`src/rtl/data_write_buffer_pkg.sv`:
```
// Shared types for the data write buffer: drain FSM encoding,
// entry record, line/word type constants and a byte-merge helper.
package data_write_buffer_pkg;

    typedef enum logic [1:0] {
        ST_IDLE = 2'd0,
        ST_REQ  = 2'd1,
        ST_WAIT = 2'd2
    } state_e;

    localparam logic TYPE_WORD = 1'b0;
    localparam logic TYPE_LINE = 1'b1;

    typedef struct packed {
        logic         typ;
        logic [31:0]  addr;
        logic [2:0]   size;
        logic [3:0]   wstrb;
        logic [127:0] data;
    } entry_t;

    // Overlay the strobed bytes of a new word onto an existing word
    function automatic logic [31:0] merge_word(
        input logic [31:0] old_w,
        input logic [31:0] new_w,
        input logic [3:0]  be
    );
        logic [31:0] r;
        r = old_w;
        for (int b = 0; b < 4; b++) begin
            if (be[b]) r[8*b +: 8] = new_w[8*b +: 8];
        end
        return r;
    endfunction

endpackage

```
`src/rtl/data_write_buffer_addr_match.sv`:
```
// Per-entry hazard comparator: 16-byte granule match
// qualified by the entry's valid bit.
module wbuf_addr_match (
    input  logic        valid_i,
    input  logic [27:0] entry_tag_i,
    input  logic [27:0] chk_tag_i,
    output logic        hit_o
);

    assign hit_o = valid_i && (entry_tag_i == chk_tag_i);

endmodule

```
`src/rtl/data_write_buffer.sv`:
```
// Data write buffer: circular FIFO of dcache writes drained one at a
// time to the bridge. Optional word merging under `WBUF_MERGE_EN.
module data_write_buffer
    import data_write_buffer_pkg::*;
#(
    parameter int DEPTH = 4
) (
    input  logic         clk,
    input  logic         resetn,
    input  logic         wb_req,
    input  logic         wb_type,
    input  logic [31:0]  wb_addr,
    input  logic [2:0]   wb_size,
    input  logic [3:0]   wb_wstrb,
    input  logic [127:0] wb_data,
    output logic         wb_rdy,
    input  logic [31:0]  chk_addr,
    output logic         chk_hit,
    output logic         empty,
    output logic         data_wr_req,
    output logic         data_wr_type,
    output logic [31:0]  data_wr_addr,
    output logic [2:0]   data_wr_size,
    output logic [3:0]   data_wr_wstrb,
    output logic [127:0] data_wr_data,
    input  logic         data_wr_rdy,
    input  logic         data_wr_ok
);

    localparam int PW = $clog2(DEPTH);
    localparam int CW = PW + 1;

    state_e         state_q, state_d;
    logic [PW-1:0]  head_q, head_d;
    logic [PW-1:0]  tail_q, tail_d;
    logic [CW-1:0]  count_q, count_d;
    entry_t         mem_q [DEPTH];

    logic           push, pop, merge, alloc;
    logic [PW-1:0]  newest;
    logic [DEPTH-1:0] valid, hit;
    entry_t         head_e;
    logic           unused_ok;

    assign unused_ok = ^chk_addr[3:0];

    assign wb_rdy = count_q < CW'(DEPTH);
    assign push   = wb_req && wb_rdy;
    assign pop    = (state_q == ST_WAIT) && data_wr_ok;
    assign newest = tail_q - 1'b1;

`ifdef WBUF_MERGE_EN
    assign merge = push
                && (wb_type == TYPE_WORD)
                && (count_q != '0)
                && (mem_q[newest].typ == TYPE_WORD)
                && (mem_q[newest].addr[31:2] == wb_addr[31:2])
                && !((newest == head_q) && (state_q != ST_IDLE));
`else
    assign merge = 1'b0;
`endif

    assign alloc = push && !merge;

    // Pointer and occupancy next-state
    always_comb begin
        head_d  = head_q + PW'(pop);
        tail_d  = tail_q + PW'(alloc);
        count_d = count_q + CW'(alloc) - CW'(pop);
    end

    // Pointer and occupancy registers
    always_ff @(posedge clk or negedge resetn) begin
        if (!resetn) begin
            head_q  <= '0;
            tail_q  <= '0;
            count_q <= '0;
        end else begin
            head_q  <= head_d;
            tail_q  <= tail_d;
            count_q <= count_d;
        end
    end

    // Entry payload storage, intentionally left unreset
    always_ff @(posedge clk) begin
        if (alloc) begin
            mem_q[tail_q] <= '{typ:   wb_type,
                               addr:  wb_addr,
                               size:  wb_size,
                               wstrb: wb_wstrb,
                               data:  wb_data};
        end
        if (merge) begin
            mem_q[newest].data[31:0] <= merge_word(
                mem_q[newest].data[31:0], wb_data[31:0], wb_wstrb);
            mem_q[newest].wstrb <= mem_q[newest].wstrb | wb_wstrb;
            mem_q[newest].addr  <= {wb_addr[31:2], 2'b00};
            mem_q[newest].size  <= 3'd2;
        end
    end

    // Drain FSM state register
    always_ff @(posedge clk or negedge resetn) begin
        if (!resetn) state_q <= ST_IDLE;
        else         state_q <= state_d;
    end

    // Drain FSM next-state
    always_comb begin
        state_d = state_q;
        unique case (state_q)
            ST_IDLE: if (count_q != '0) state_d = ST_REQ;
            ST_REQ:  if (data_wr_rdy)   state_d = ST_WAIT;
            ST_WAIT: if (data_wr_ok)    state_d = ST_IDLE;
            default: state_d = ST_IDLE;
        endcase
    end

    // Drain FSM outputs
    always_comb begin
        data_wr_req = (state_q == ST_REQ);
        empty       = (count_q == '0) && (state_q == ST_IDLE);
    end

    assign head_e        = mem_q[head_q];
    assign data_wr_type  = head_e.typ;
    assign data_wr_addr  = head_e.addr;
    assign data_wr_size  = head_e.size;
    assign data_wr_wstrb = head_e.wstrb;
    assign data_wr_data  = head_e.data;

    for (genvar i = 0; i < DEPTH; i++) begin : g_ent
        logic [PW-1:0] off;
        assign off      = PW'(i) - head_q;
        assign valid[i] = {1'b0, off} < count_q;

        wbuf_addr_match u_match (
            .valid_i     (valid[i]),
            .entry_tag_i (mem_q[i].addr[31:4]),
            .chk_tag_i   (chk_addr[31:4]),
            .hit_o       (hit[i])
        );
    end

    assign chk_hit = |hit;

endmodule

```
`config.mk`:
```
export PLATFORM = sky130hd
export DESIGN_NAME = data_write_buffer
export DESIGN_NICKNAME = d
export VERILOG_FILES = /design/src/rtl/data_write_buffer_pkg.sv /design/src/rtl/data_write_buffer_addr_match.sv /design/src/rtl/data_write_buffer.sv
export SDC_FILE = /design/constraint.sdc
export NUM_CORES = 1
export LEC_CHECK = 0
export CORE_AREA = 5 5 235 237
export DETAILED_ROUTE_END_ITERATION = 8
export DIE_AREA = 0 0 240 242
export PLACE_DENSITY = 0.74
export SYNTH_ARGS = -nofsm -noshare
export SYNTH_HDL_FRONTEND = slang
export SYNTH_HIERARCHICAL = 1
export SYNTH_SLANG_ARGS = --single-unit
```
`constraint.sdc`:
```
create_clock -name clk -period 24.6 [get_ports clk]
set_clock_uncertainty 0.15 [all_clocks]
set_input_delay 3.69 -clock clk [delete_from_list [all_inputs] [get_ports clk]]
set_output_delay 3.69 -clock clk [all_outputs]
set_load 0.02 [all_outputs]
```
* Yosys cells after proc, flatten, opt, wreduce, memory -nomap -nowiden *
Memory sizes are Yosys's and may differ from the RTL's.
Cells that the tools add are included.

storage, ports and cells
  memory bits (writable) = 672
  input bits = 205
  logic and storage cells = 45
  memories kept = 1
  register bits = 9

cells by class
  reduce and logical (&&, ||, !) cells = 12
  add/subtract/negate cells = 8
  equal/unequal tests = 9
  order comparisons = 5
  mux-type cells = 6

memories
  memory  words  bits a word  read ports  clocked after Yosys merged registers in  wr ports  RTL line                 RTL
  mem_q   4      168          5           0                                        1         data_write_buffer.sv:37  entry_t mem_q [DEPTH];

operator list
  cell                   number
  $eq A28 B28 Y1         4
  $lt A2 B3 Y1           4
  $logic_and A1 B1 Y1    7
  $mux W2                3
  $pmux W2 S3            1
  $add A2 B1 Y2          2
  $ne A2 B2 Y1 const B   2
  $reduce_or A4 Y1       1
  $sub A1 B2 Y2 const A  2
  $sub A2 B2 Y2 const A  2
  $add A3 B1 Y3          1
  $logic_not A3 Y1       1
  $lt A3 B3 Y1 const B   1
  $reduce_and A3 Y1      1
  $reduce_bool A3 Y1     1
  $sub A3 B1 Y3          1
  $eq A2 B1 Y1 const B   1
  $eq A2 B2 Y1 const B   1
  $logic_not A2 Y1       1
  $mux W1                2
  $ne A2 B1 Y1 const B   1

* Logic depth before layout (Yosys ltp) *
  depth after elaboration = 4
  mapped depth = 10

* By module *
Netlist, hierarchy kept.

by module, submodules not included
  module             instances  area an instance (sq um)  cells an instance
  data_write_buffer  1          24767.5                   934
  wbuf_addr_match    4          311.5                     38

* Worst setup path after synthesis *
OpenSTA, ideal clock, no wires.

  path kind = input to register
  start = input wb_req
  end = memory mem_q[1][0] (netlist name), enable pin
  setup time = 936 ps
  arrival time = 15948 ps
  cell stages on the path = 2
  slack = 7566 ps
  cell sequence = nand2b_1 -> nor3b_1

between the ends
  longest elaborated chain between the ends = 3

ends and longest elaborated chain
  item                           RTL line                 RTL
  from (decl)                    data_write_buffer.sv:10  input logic wb_req,
  $logic_and A1 B1 Y1            data_write_buffer.sv:48  assign push = wb_req && wb_rdy;
  $mux W1                        data_write_buffer.sv:87  if (alloc) begin
  $mux W1 (not written as such)  data_write_buffer.sv:88  mem_q[tail_q] <= '{typ: wb_type,
  to (decl)                      data_write_buffer.sv:37

No other way between the ends.

* Worst setup path in the final report *
  start = input chk_addr[28]
  end = output chk_hit

between the ends
  longest elaborated chain between the ends = 3
  elaborated cells between the ends (all ways) = 9
  those cells by class = 4 x eq/ne; 5 x reduce/logical

ends and longest elaborated chain
  item                 RTL line                            RTL
  from (decl)          data_write_buffer.sv:17             input logic [31:0] chk_addr,
  $eq A28 B28 Y1       data_write_buffer_addr_match.sv:10  assign hit_o = valid_i && (entry_tag_i == chk_tag_i);
  $logic_and A1 B1 Y1  data_write_buffer_addr_match.sv:10
  via hit[2]           data_write_buffer.sv:41             logic [DEPTH-1:0] valid, hit;
  $reduce_or A4 Y1     data_write_buffer.sv:146            assign chk_hit = |hit;
  to (decl)            data_write_buffer.sv:18             output logic chk_hit,

The timed path passes the listed nets, and every way through them passes these cells.

==> flow_summary.toml <==
[status]
run_status = "complete, no violations"

[power_and_ir_drop]
leakage_nw = 10.5
power_per_cell_area_nw_per_um2 = 117
worst_vdd_rail_ir_drop_mv = 0.0924

[synth]
yosys_warnings = 6
synthCells = 1086
synth.ff_latch_count = 681
synthDominantCellAreaShare_pct = 77.6
postSynth.topFlopCell = "edfxtp_1"
async_reset_ff_share_pct = 1.32
synth_common_cells = "edfxtp_1, mux4_2, xor2_1, xnor2_1, nor4_1"
synth.net_count = 1298
synth_top_area_cell = "edfxtp_1"
synthesis.area_um2 = 26000
synth_cell_types = 31
synth-edff-count = 672
synth_seq_area_share_pct = 78.4
synth_top_cells_by_area = "edfxtp_1, mux4_2, xor2_1"
synth_most_common_cell = "edfxtp_1"
synth_area_per_cell_um2 = 24.0

[die]
std_cell_rows = 85
initial_core_util_pct = 49.0
core_um2 = 53100
dieWidth_um = 240
die_height_um = 242
pin_count = 377
die_area_um2 = 58100

[route]
wirelength_um = 54700
wire_per_inst_um = 24.1
dr_total_vias = 12300
antenna_violating_nets_remaining = 0
route.detailed.drc = 0
drt_pass1_iterations = 4
drt-initial-drc-count = 660
via_per_inst = 5.42

[timing]
period_share_pct = 40.5
finalHoldWorstSlack_ns = 0.410
finalSetupViolations = 0
max_freq_ghz = 0.100
finalMaxSlewViolations = 0
fin_setup_tns_ns = 0
slew_hr_pct = 30.5
tightest_slew_ns = 1.04
hold_violations_final = 0
rsz0062_at_grt = "no"
finalCriticalPeriod_ns = 9.96

[clock_tree]
clock_tree_from_tritoncts = "built"
cts-hold-fix-buffers = 0
cts.repair_timing.setup_buffer_count = 0
ctsRootBufferMaster = "clkbuf_16"
post_cts_resize_count = 0
h-tree-depth = 3
tritoncts.num_buffers = 72
cts_num_sinks = 681
cts.clk_slew.worst_paths_ns = 0.05
clkLatencyLatePin_ns = 0.59
clk_path_buf_depth = 3

[final_layout]
syn_to_final_growth_pct = 26.3
final_layout_size_suffix_gt1_share_pct = 19.1
final_nets = 1721

[critical_path]
critPathMaxFanout = 4
critPathRequiredTime_ns = 20.76
critical_path.top_delay_family = "buffers and inverters"
worstSetupStartpointType = "input pin"
r2r-end = "mem_q[2][18]$_DFFE_PP_"
endpoint_kind = "output port"
path_buf_inv = 2
wp_data_arrival_ns = 6.12
crit_path_cell_trace = "clkdlybuf4s50_1 -> xor2_1 -> nor4_1 -> nand4_1 -> nor4_2 -> or4_1 -> clkdlybuf4s50_1"
cp_common_cell = "clkdlybuf4s50_1"
timing.reg2reg.worst_path_depth = 7
timing.reg2reg.setup_slack_ns = 20.66
critical-path-slowest-cell = "clkdlybuf4s50_1"
critical_path.reg2reg.startpoint = "count_q[2]$_DFF_PN0_"
slowest_delay_ns = 0.63
path_class = "in -> out"

[global_route]
grt_pass1_vias = 13400
remaining_overflow_grt = 0
grtUsageTotal_pct = 18.9
grt_first_pass_wirelength_um = 82800
antenna_found_initial = 5
maximum_number_of_pins_on_one_net_before_global_route_repair = 111

[min_path]
timing.hold.worst.class = "reg -> reg"
hold_critical_path_endpoint = "state_q[1]$_DFFE_PN0P_"
holdPathStages = 1
hold_start = "state_q[1]$_DFFE_PN0P_"

[job]
maxCapViolCount = 0

[place]
io_buffer_count = 372
routabilityCongestion = 0.806
place.detailed.hpwl_um = 33500
[logic make-up after synthesis]
family,synth area share [%]
muxes,14.5
and+or+nand+nor,1.49
DFF,78.4
adders and majority gates,0.366
xor gates and xnor gates,3.97
AOI/OAI and AO/OA,0.168
buffers and inverters,1.02
[how the worst max path moves through the flow]
stage                      start                     to  cells past startpoint
detailed placement  chk_addr[28]                chk_hit                      7
global route        chk_addr[28]                chk_hit                      7
floorplan                 wb_req  mem_q[1][0]$_DFFE_PP_                      2
CTS                 chk_addr[28]                chk_hit                      7
global placement    chk_addr[28]                chk_hit                      7
finish              chk_addr[28]                chk_hit                      7
[power by group]
| part | switching (mW) | leakage [nW] | internal (mW) |
|---|---|---|---|
| sequential | 0.0784 | 6.21 | 1.46 |
| clock | 0.422 | 1.13 | 0.630 |
| combinational | 0.637 | 3.18 | 0.602 |
| total | 1.14 | 10.5 | 2.69 |
[per-layer routing]
metal	track usage [%]	wire [um]	up-vias	share of wire (%)
met2	32.0	28400	369	52
met3	5.57	4130	100	7.5
met1	23.4	20500	6381	37
met4	6.69	1720	4	3.1
met5	0	25	-	0.046
li1	-	-	5442	-
[registers in the layout (all words and copies together), names as in the netlist]
register and cells:
mem_q 672, tail_q 2, head_q 2, count_q 3
state_q 2
[per-stage QoR]
stage | cells | power [mW] | worst slack, ns | instance area [um2] | utilization, %
5_1_grt | 2264 | 4.01 | 14.51 | 32900 | 61.9
3_5_place_dp | 2131 | 2.83 | 14.60 | 30500 | 57.5
4_1_cts | 2264 | 3.89 | 14.60 | 32900 | 61.9
3_3_place_gp | 2131 | 2.81 | 14.65 | 30500 | 57.5
6_report | 2268 | 3.83 | 14.64 | 32900 | 61.9
2_1_floorplan | 1086 | 2.36 | 7.57 | 26000 | -
[cell type report]
type | instances | area, um2
Fill cell | 3626 | 20200
Sequential cell | 681 | 20400
Tap cell | 696 | 871
Antenna cell | 4 | 10.0
Inverter | 5 | 18.8
Clock buffer | 93 | 1970
Clock inverter | 40 | 374
Multi-Input combinational cell | 362 | 5370
Timing Repair Buffer | 387 | 3850
[cell usage in the layout (no fill, tap or decap), drive strengths merged]
cell type,netlist,routed
a21boi,1,1
a21o,2,2
a21oi,1,1
and3,1,1
and3b,2,2
buf,32,15
bufinv,0,6
clkbuf,6,93
clkdlybuf4s50,0,372
clkinv,0,26
clkinvlp,0,7
dfrtp,9,9
diode,0,4
edfxtp,672,672
fa,1,1
ha,6,6
inv,5,6
mux4,168,168
nand2,8,8
nand2b,3,3
nand3,4,4
nand3b,1,1
nand4,12,12
nor2,2,2
nor2b,1,1
nor3,5,5
nor3b,1,1
nor4,20,20
o21ai,2,2
o22ai,1,1
or4,2,2
xnor2,41,41
xor2,77,77
(Power assumes the default switching activity.)
